===== config.mk =====
export PLATFORM = sky130hd
export DESIGN_NAME = demux_1_4_reg
export DESIGN_NICKNAME = d
export VERILOG_FILES = /design/src/rtl/demux_1_4_reg.sv
export SDC_FILE = /design/constraint.sdc
export NUM_CORES = 1
export LEC_CHECK = 0
export ABC_CLOCK_PERIOD_IN_PS = 4400
export CAP_MARGIN = 20
export CORE_MARGIN = 10
export CORE_UTILIZATION = 44
export DETAILED_ROUTE_END_ITERATION = 10
export PLACE_DENSITY_LB_ADDON = 0.1
export SLEW_MARGIN = 20
export SYNTH_ARGS = -nofsm -noshare
export SYNTH_HDL_FRONTEND = slang
export SYNTH_SLANG_ARGS = --single-unit

===== constraint.sdc =====
create_clock -name i_clk -period 4.4 [get_ports i_clk]
set_clock_uncertainty 0.05 [all_clocks]
set_input_delay 0.44 -clock i_clk [delete_from_list [all_inputs] [get_ports i_clk]]
set_output_delay 0.44 -clock i_clk [all_outputs]
set_load 0.05 [all_outputs]

===== src/rtl/demux_1_4_reg.sv =====
// rtl/demux_1_4_reg.sv - registered 1-to-4 demultiplexer with per-channel ready/valid holding registers
//
// Purpose:
//   Routes one N-bit input word per cycle to one of four output channels
//   (A..D) selected by i_in_sel. Each channel is a single-entry holding
//   register with an EMPTY/FULL state and ready/valid handshake on both
//   sides. A full channel that is draining in the same cycle can accept a
//   new word with no bubble.
//
// Configuration macro:
//   DEMUX_1_4_XFER_CNT_EN - when defined, o_xfer_cnt carries four saturating
//                           8-bit output-transfer counters; when undefined
//                           o_xfer_cnt is tied to zero and no counters exist.
//
// Ports:
//   i_clk          clock, all state updates on the rising edge
//   i_rst_n        synchronous active-low reset
//   i_in_data      [N-1:0] word to route
//   i_in_sel       [1:0]   destination: 0=A, 1=B, 2=C, 3=D
//   i_in_valid     input word valid this cycle
//   o_in_ready     block accepts the word this cycle (combinational)
//   o_out_a..d     [N-1:0] channel holding-register contents
//   o_out_valid    [3:0]   per-channel valid, bit0=A .. bit3=D
//   i_out_ready    [3:0]   per-channel consumer ready, same order
//   o_xfer_cnt     [31:0]  packed counters, [7:0]=A .. [31:24]=D

module demux_1_4_reg #(
  parameter int N = 32
) (
  input  logic         i_clk,
  input  logic         i_rst_n,
  input  logic [N-1:0] i_in_data,
  input  logic [1:0]   i_in_sel,
  input  logic         i_in_valid,
  output logic         o_in_ready,
  output logic [N-1:0] o_out_a,
  output logic [N-1:0] o_out_b,
  output logic [N-1:0] o_out_c,
  output logic [N-1:0] o_out_d,
  output logic [3:0]   o_out_valid,
  input  logic [3:0]   i_out_ready,
  output logic [31:0]  o_xfer_cnt
);

  localparam logic ST_EMPTY = 1'b0;
  localparam logic ST_FULL  = 1'b1;

  logic [3:0]   r_state;
  logic [N-1:0] r_data [4];

  logic         w_in_ready;
  logic         w_accept;
  logic [3:0]   w_load;
  logic [3:0]   w_xfer;

  // Only the selected channel decides readiness; a full channel may take a
  // new word when its consumer is draining it in the same cycle.
  assign w_in_ready = (r_state[i_in_sel] == ST_EMPTY) | i_out_ready[i_in_sel];
  assign w_accept   = i_in_valid & w_in_ready;
  assign w_xfer     = r_state & i_out_ready;

  always_comb begin
    w_load = 4'b0000;
    if (w_accept) begin
      w_load[i_in_sel] = 1'b1;
    end
  end

  // Load takes priority over drain so a simultaneous drain+load stays FULL
  // with the new word.
  always_ff @(posedge i_clk) begin
    if (!i_rst_n) begin
      r_state <= {4{ST_EMPTY}};
      for (int k = 0; k < 4; k++) begin
        r_data[k] <= '0;
      end
    end else begin
      for (int k = 0; k < 4; k++) begin
        if (w_load[k]) begin
          r_state[k] <= ST_FULL;
          r_data[k]  <= i_in_data;
        end else if (w_xfer[k]) begin
          r_state[k] <= ST_EMPTY;
        end
      end
    end
  end

`ifdef DEMUX_1_4_XFER_CNT_EN
  logic [7:0] r_cnt [4];

  always_ff @(posedge i_clk) begin
    if (!i_rst_n) begin
      for (int k = 0; k < 4; k++) begin
        r_cnt[k] <= 8'h00;
      end
    end else begin
      for (int k = 0; k < 4; k++) begin
        if (w_xfer[k] && (r_cnt[k] != 8'hFF)) begin
          r_cnt[k] <= r_cnt[k] + 8'h01;
        end
      end
    end
  end

  assign o_xfer_cnt = {r_cnt[3], r_cnt[2], r_cnt[1], r_cnt[0]};
`else
  assign o_xfer_cnt = 32'h0000_0000;
`endif

  assign o_in_ready  = w_in_ready;
  assign o_out_valid = r_state;
  assign o_out_a     = r_data[0];
  assign o_out_b     = r_data[1];
  assign o_out_c     = r_data[2];
  assign o_out_d     = r_data[3];

endmodule

==> impl_metrics.json, run 1 <==
{
  "result_of_the_run": "complete, no violations",
  "gp_congestion": 0.8080,
  "clock-root-buffer": "sky130_fd_sc_hd__clkbuf_16",
  "count_leader_synth": "sky130_fd_sc_hd__edfxtp_1",
  "grt_overflow_total": 0,
  "synth_seq_area_share_pct": 70.89,
  "startpoint_type": "input port",
  "ir_drop_mv": 0.2336,
  "setup_tns_ns": 0,
  "aggregate_global_route_resource_usage_pct": 17.13,
  "die_height_um": 132.2,
  "powerDensity_mw_per_mm2": 422.4,
  "number_of_buffer_and_inverter_instances_along_the_worst_setup_path": 2,
  "synth_enable_flop_cells": 128,
  "maxSlewViolCount": 0,
  "place.port_buffers": 173,
  "detail_route.wirelength_mm": 15.43,
  "hpwl_after_detailed_placement_mm": 11.20,
  "ys_flop_type": "sky130_fd_sc_hd__edfxtp_1",
  "fp.dieArea_mm2": 0.01747,
  "ys_top_cells_by_count": "128 x sky130_fd_sc_hd__edfxtp_1, 98 x sky130_fd_sc_hd__nor3_1, 33 x sky130_fd_sc_hd__nand3_1, 32 x sky130_fd_sc_hd__buf_4, 30 x sky130_fd_sc_hd__nor3_2",
  "highest_clock_rate_mhz": 351.0,
  "cp_top_family": "buffers and inverters",
  "grt_setup_unrepaired": "no",
  "antenna-diode-count": 0,
  "tritoncts.num_buffers": 17,
  "hold_viol": 0,
  "syn_avg_cell_area_um2": 14.12,
  "clock_sink_count": 132,
  "post_synth_main_area_contributors": "sky130_fd_sc_hd__edfxtp_1 69%, sky130_fd_sc_hd__nor3_1 8.9%, sky130_fd_sc_hd__nor3_2 5.4%",
  "grt_pass1_wl_mm": 23.25,
  "critical-path-max-stage-delay_ns": 0.72,
  "timing_worst_setup_path_type": "input port to output pin",
  "areaGrowthSynthToFinish_pct": 41.25,
  "worstMarginPinSlew_ns": 0.8764,
  "clk_path_buf_depth": 2,
  "timing.critical_path.slowest_stage_cell": "sky130_fd_sc_hd__clkdlybuf4s50_1",
  "synth_top_area_cell": "sky130_fd_sc_hd__edfxtp_1",
  "synthesis.yosys.warnings": 0,
  "postCtsSetupBuffers": 0,
  "dr.pass1.iters": 5,
  "timing.slew.headroom_pct": 41.58,
  "synth_top_area_share_pct": 69.44,
  "endpoint_kind": "output pin",
  "worstPathRequired_ns": 3.91,
  "grt_pass1_vias": 3945,
  "synth_async_sr_flop_share_pct": 0,
  "ant_nets": 0,
  "total_power_mw": 3.302,
  "cts_htree_levels": 4,
  "detailroute.via_count": 3701,
  "final_layout_size_suffix_gt1_share_pct": 14.36,
  "drt-vias-per-instance": 5.056,
  "grt_max_degree": 41,
  "drc": 0,
  "post_cts_resize_count": 0,
  "crit_path_frequent_cell": "sky130_fd_sc_hd__clkdlybuf4s50_1",
  "post_cts_hold_buffers": 0,
  "cellLeakagePower_nw": 2.702,
  "detail_routed_net_length_per_standard_cell_um": 21.08,
  "clk_pin_slew_worst_paths_ns": 0.06,
  "synth.distinct_cells": 22,
  "clk-insertion-delay-late_ns": 0.41,
  "antenna_found_initial": 0,
  "core-area_mm2": 0.01216,
  "crit_fanout": 9,
  "period_share_pct": 64.75,
  "max-cap-violations": 0,
  "initial_utilization_pct": 45.51,
  "num_io_pins": 206,
  "dr.first_iter.drc_count": 392,
  "syn_inst": 392,
  "worst-endpoint-arrival_ns": 2.36,
  "hold_path.class": "flip-flop to flip-flop",
  "netlist_area_mm2": 0.005535,
  "nNetsFinal": 592,
  "std_cell_rows": 40,
  "filler_cell_count": 927,
  "setup_viol": 0,
  "fin_crit_ns": 2.849,
  "crit_path_cell_trace": "clkdlybuf4s50_1 > mux4_2 > clkdlybuf4s50_1",
  "ffs_latches_synth": 132,
  "tritoncts": "built",
  "floorplan.die.width_um": 132.2
}
-- cells in the final DEF, fill, tap and decap left out, types with 2 or more instances in the layout --
master                              n
sky130_fd_sc_hd__nand3b_1           2
sky130_fd_sc_hd__nor2b_4            4
sky130_fd_sc_hd__clkbuf_16         17
sky130_fd_sc_hd__buf_4              9
sky130_fd_sc_hd__edfxtp_1         128
sky130_fd_sc_hd__inv_6              8
sky130_fd_sc_hd__nor3_1            98
sky130_fd_sc_hd__conb_1            32
sky130_fd_sc_hd__nor3_2            30
sky130_fd_sc_hd__clkinvlp_4         3
sky130_fd_sc_hd__o31ai_4            4
sky130_fd_sc_hd__nand3_1           33
sky130_fd_sc_hd__nand2b_1           5
sky130_fd_sc_hd__a21boi_0           3
sky130_fd_sc_hd__clkdlybuf4s50_1  172
sky130_fd_sc_hd__dfxtp_1            4
sky130_fd_sc_hd__clkinv_1           2
-- sequential cells by signal (all words and copies together), names as in the netlist --
register     flops
o_out_valid      4
r_data         128
-- final timing paths --
check                                     from              to  slack, ns  cells past startpoint
worst max-delay path               i_in_sel[0]      o_in_ready       1.55                      3
worst min-delay path            o_out_valid[2]  o_out_valid[2]       0.50                      2
worst max register to register  o_out_valid[3]   r_data[3][15]       2.36                      3
worst min register to register  o_out_valid[2]  o_out_valid[2]       0.50                      2
-- power by group --
group	total [mW]	leakage [nW]	switching, mW	internal, mW
sequential	1.46	1.41	0.0231	1.44
combinational	0.535	1.03	0.391	0.144
clock	1.30	0.259	0.570	0.735
total	3.30	2.70	0.984	2.32
-- through the flow --
step | setup slack [ns] | util (%) | instance area, um^2 | cells | hold WS [ns]
4_1_cts | 1.542 | 64.29 | 7819 | 732 | 0.4979
6_report | 1.551 | 64.29 | 7819 | 732 | 0.4972
3_5_place_dp | 1.316 | 59.80 | 7273 | 700 | 0.4852
2_1_floorplan | 0.5176 | - | 5652 | 423 | 0.5950
5_1_grt | 1.513 | 64.29 | 7819 | 732 | 0.5359
3_3_place_gp | 1.377 | 59.80 | 7273 | 700 | 0.4748
-- per-layer routing --
layer,global-route usage (%),vias to the layer above,routed length [um]
met2,28.80,189,7754
met4,6.119,0,196
met3,5.373,13,1377
met1,20.12,1777,6103
met5,0,-,0
li1,-,1722,-
-- kinds of logic after synthesis --
family | after synthesis | synth area share (%)
multiplexers | 1 | 0.4068
AND/OR/NAND/NOR | 176 | 18.99
buffers and inverters | 74 | 8.567
AO/OA/AOI/OAI | 8 | 1.085
flip-flops | 132 | 70.89
other | 1 | 0.06775
-- worst register-to-register path, cell delays in order (launching register included) --
cell                      delay, ns
sky130_fd_sc_hd__dfxtp_1       0.33
sky130_fd_sc_hd__nor2b_4       0.25
sky130_fd_sc_hd__o31ai_4       0.70
sky130_fd_sc_hd__buf_4         0.39
-- area by class of cell --
| type | instances | area, um^2 | share of cell area (%) |
|---|---|---|---|
| Sequential cell | 132 | 3924 | 50.18 |
| Clock buffer | 17 | 425.4 | 5.441 |
| Timing Repair Buffer | 182 | 1794 | 22.95 |
| Clock inverter | 15 | 120.1 | 1.536 |
| Inverter | 1 | 3.754 | 0.04801 |
| Multi-Input combinational cell | 217 | 1341 | 17.15 |
| Tap cell | 168 | 210.2 | 2.688 |
(Power assumes the default switching activity.)
==> inputs of run 2 (changes only) <==
--- a/config.mk
+++ b/config.mk
@@ -5,10 +5,10 @@
 export SDC_FILE = /design/constraint.sdc
 export NUM_CORES = 1
 export LEC_CHECK = 0
-export ABC_CLOCK_PERIOD_IN_PS = 4400
+export ABC_CLOCK_PERIOD_IN_PS = 2500
 export CAP_MARGIN = 20
 export CORE_MARGIN = 10
-export CORE_UTILIZATION = 44
+export CORE_UTILIZATION = 40
 export DETAILED_ROUTE_END_ITERATION = 10
 export PLACE_DENSITY_LB_ADDON = 0.1
 export SLEW_MARGIN = 20
==> constraint.sdc (replaced) <==
create_clock -name i_clk -period 2.5 [get_ports i_clk]
set_clock_uncertainty 0.05 [all_clocks]
set_input_delay 0.25 -clock i_clk [delete_from_list [all_inputs] [get_ports i_clk]]
set_output_delay 0.25 -clock i_clk [all_outputs]
set_load 0.05 [all_outputs]
==> impl_metrics.json, run 2 (synthesis gave the netlist of run 1 again) <==
{
  "cellInternalPower_mw": 4.141,
  "cellLeakagePower_nw": 2.753,
  "timing.slew.headroom_pct": 60.23,
  "worst-endpoint-arrival_ns": 1.65,
  "startpoint_type": "input port",
  "p_switching_mw": 1.563,
  "clock-root-buffer": "sky130_fd_sc_hd__clkbuf_16",
  "whs_path_depth": 3,
  "grt_pass1_vias": 3957,
  "post_cts_hold_buffers": 0,
  "place.port_buffers": 173,
  "grt_overflow_total": 0,
  "share_of_power_burned_in_the_clock_network_pct": 37.9,
  "drc": 0,
  "final_common_cell": "sky130_fd_sc_hd__clkdlybuf4s50_1",
  "fin_crit_ns": 1.946,
  "antenna_found_initial": 1,
  "highest_clock_rate_mhz": 513.9,
  "maxSlewViolCount": 0,
  "largest_register_ff_count": 128,
  "post-route-cell-area_mm2": 0.007888,
  "crit_fanout": 9,
  "final-seq-area_mm2": 0.003924,
  "areaGrowthSynthToFinish_pct": 42.50,
  "final_core_util_pct": 58.86,
  "aggregate_global_route_resource_usage_pct": 16.96,
  "hold_path.class": "input port to flip-flop",
  "cts_htree_levels": 4,
  "powerDensity_mw_per_mm2": 723.2,
  "clk-insertion-delay-late_ns": 0.41,
  "worstMarginPinSlew_ns": 0.5947,
  "final_layout_size_suffix_gt1_share_pct": 14.98,
  "multiInputGateArea_mm2": 0.001344,
  "std_cell_rows": 42,
  "gp_congestion": 0.7787,
  "tritoncts": "built",
  "r2r.worst_path.cells": 3,
  "p_sw_share_pct": 27.40,
  "grt_pass1_wl_mm": 23.96,
  "setup_tns_ns": 0,
  "post_cts_resize_count": 0,
  "clk_path_buf_depth": 2,
  "setup_viol": 0,
  "nNetsFinal": 603,
  "period_share_pct": 77.83,
  "postCtsSetupBuffers": 0,
  "antenna-diode-count": 0,
  "ant_nets": 0,
  "layout.cells.most_common_list": "171 x sky130_fd_sc_hd__clkdlybuf4s50_1, 128 x sky130_fd_sc_hd__edfxtp_1, 98 x sky130_fd_sc_hd__nor3_1",
  "num_io_pins": 206,
  "drt-vias-per-instance": 5.041,
  "timing_worst_setup_path_type": "input port to output pin",
  "dr.first_iter.drc_count": 304,
  "hpwl_after_detailed_placement_mm": 11.53,
  "die_height_um": 137.6,
  "power_frac_seq_pct": 45.1,
  "floorplan.die.width_um": 137.6,
  "detailroute.via_count": 3781,
  "result_of_the_run": "complete, no violations",
  "core-area_mm2": 0.01340,
  "fp.dieArea_mm2": 0.01894,
  "clk_pin_slew_worst_paths_ns": 0.05,
  "detail_route.wirelength_mm": 16.33,
  "clock_sink_count": 132,
  "filler_cell_count": 1109,
  "dr.pass1.iters": 5,
  "grt_setup_unrepaired": "no",
  "worstPathRequired_ns": 2.20,
  "initial_utilization_pct": 41.31,
  "tritoncts.num_buffers": 17,
  "endpoint_kind": "output pin",
  "ir_drop_mv": 0.3410,
  "power.combinational.fraction_pct": 17.0,
  "hold_viol": 0,
  "detail_routed_net_length_per_standard_cell_um": 21.78,
  "registers.top_by_ff_count": "r_data",
  "instance_area_at_placement_mm2": 0.007378,
  "grt_max_degree": 37,
  "max-cap-violations": 0
}
==> run 2: changes by cell type in the layout (fill, tap and decap cells not counted), moves of 3 or more <==
cell,delta
sky130_fd_sc_hd__clkbuf_1,+6
sky130_fd_sc_hd__inv_6,-8
sky130_fd_sc_hd__clkinvlp_4,-3
sky130_fd_sc_hd__clkinv_2,+4
sky130_fd_sc_hd__buf_4,+11
==> run 2: routing by layer <==
metal	vias up	share of wire (%)	global-route usage (%)
li1	1749	-	-
met1	1842	39	19.95
met2	182	50	28.29
met3	6	10	6.773
met4	2	0.31	4.333
met5	-	0.080	0
==> run 2: path summary, 6_finish.rpt <==
path,from,endpoint,slack [ns]
hold reg to reg,o_out_valid[2],o_out_valid[2],0.48
setup reg to reg,o_out_valid[1],r_data[1][4],0.89
setup / recovery,i_in_sel[0],o_in_ready,0.55
hold / removal,i_rst_n,r_data[3][1],0.46
==> run 2: worst max-delay path: stages <==
cell	delay [ns]
sky130_fd_sc_hd__clkdlybuf4s50_1	0.65
sky130_fd_sc_hd__mux4_2	0.54
sky130_fd_sc_hd__buf_4	0.20
==> run 2: power by group through the flow <==
stage          clock [mW]  combinational [mW]  sequential, mW
3_5_place_dp            0               0.972            2.62
2_1_floorplan           0               0.323            2.96
5_1_grt              2.30                1.01            2.58
4_1_cts              2.19               0.975            2.57
6_report             2.16               0.971            2.57
3_3_place_gp            0               0.967            2.62
==> run 2: cell type report <==
class	count	share of cell area, %
clock buffer	23	5.679
clock inverter	8	0.7773
inverter	1	0.04759
multi-input combinational	217	17.04
sequential	132	49.75
tap	176	2.792
timing repair buffer	193	23.92
==> run 2: metrics by stage <==
step                instances  setup WS, ns  total power [mW]  hold WS [ns]
global route              750        0.5202             5.886        0.4765
CTS                       750        0.5597             5.740        0.4450
global placement          719        0.4078             3.584        0.4794
finish                    750        0.5541             5.705        0.4640
detailed placement        719        0.4002             3.588        0.4757
floorplan                 423        0.2730             3.286        0.4067
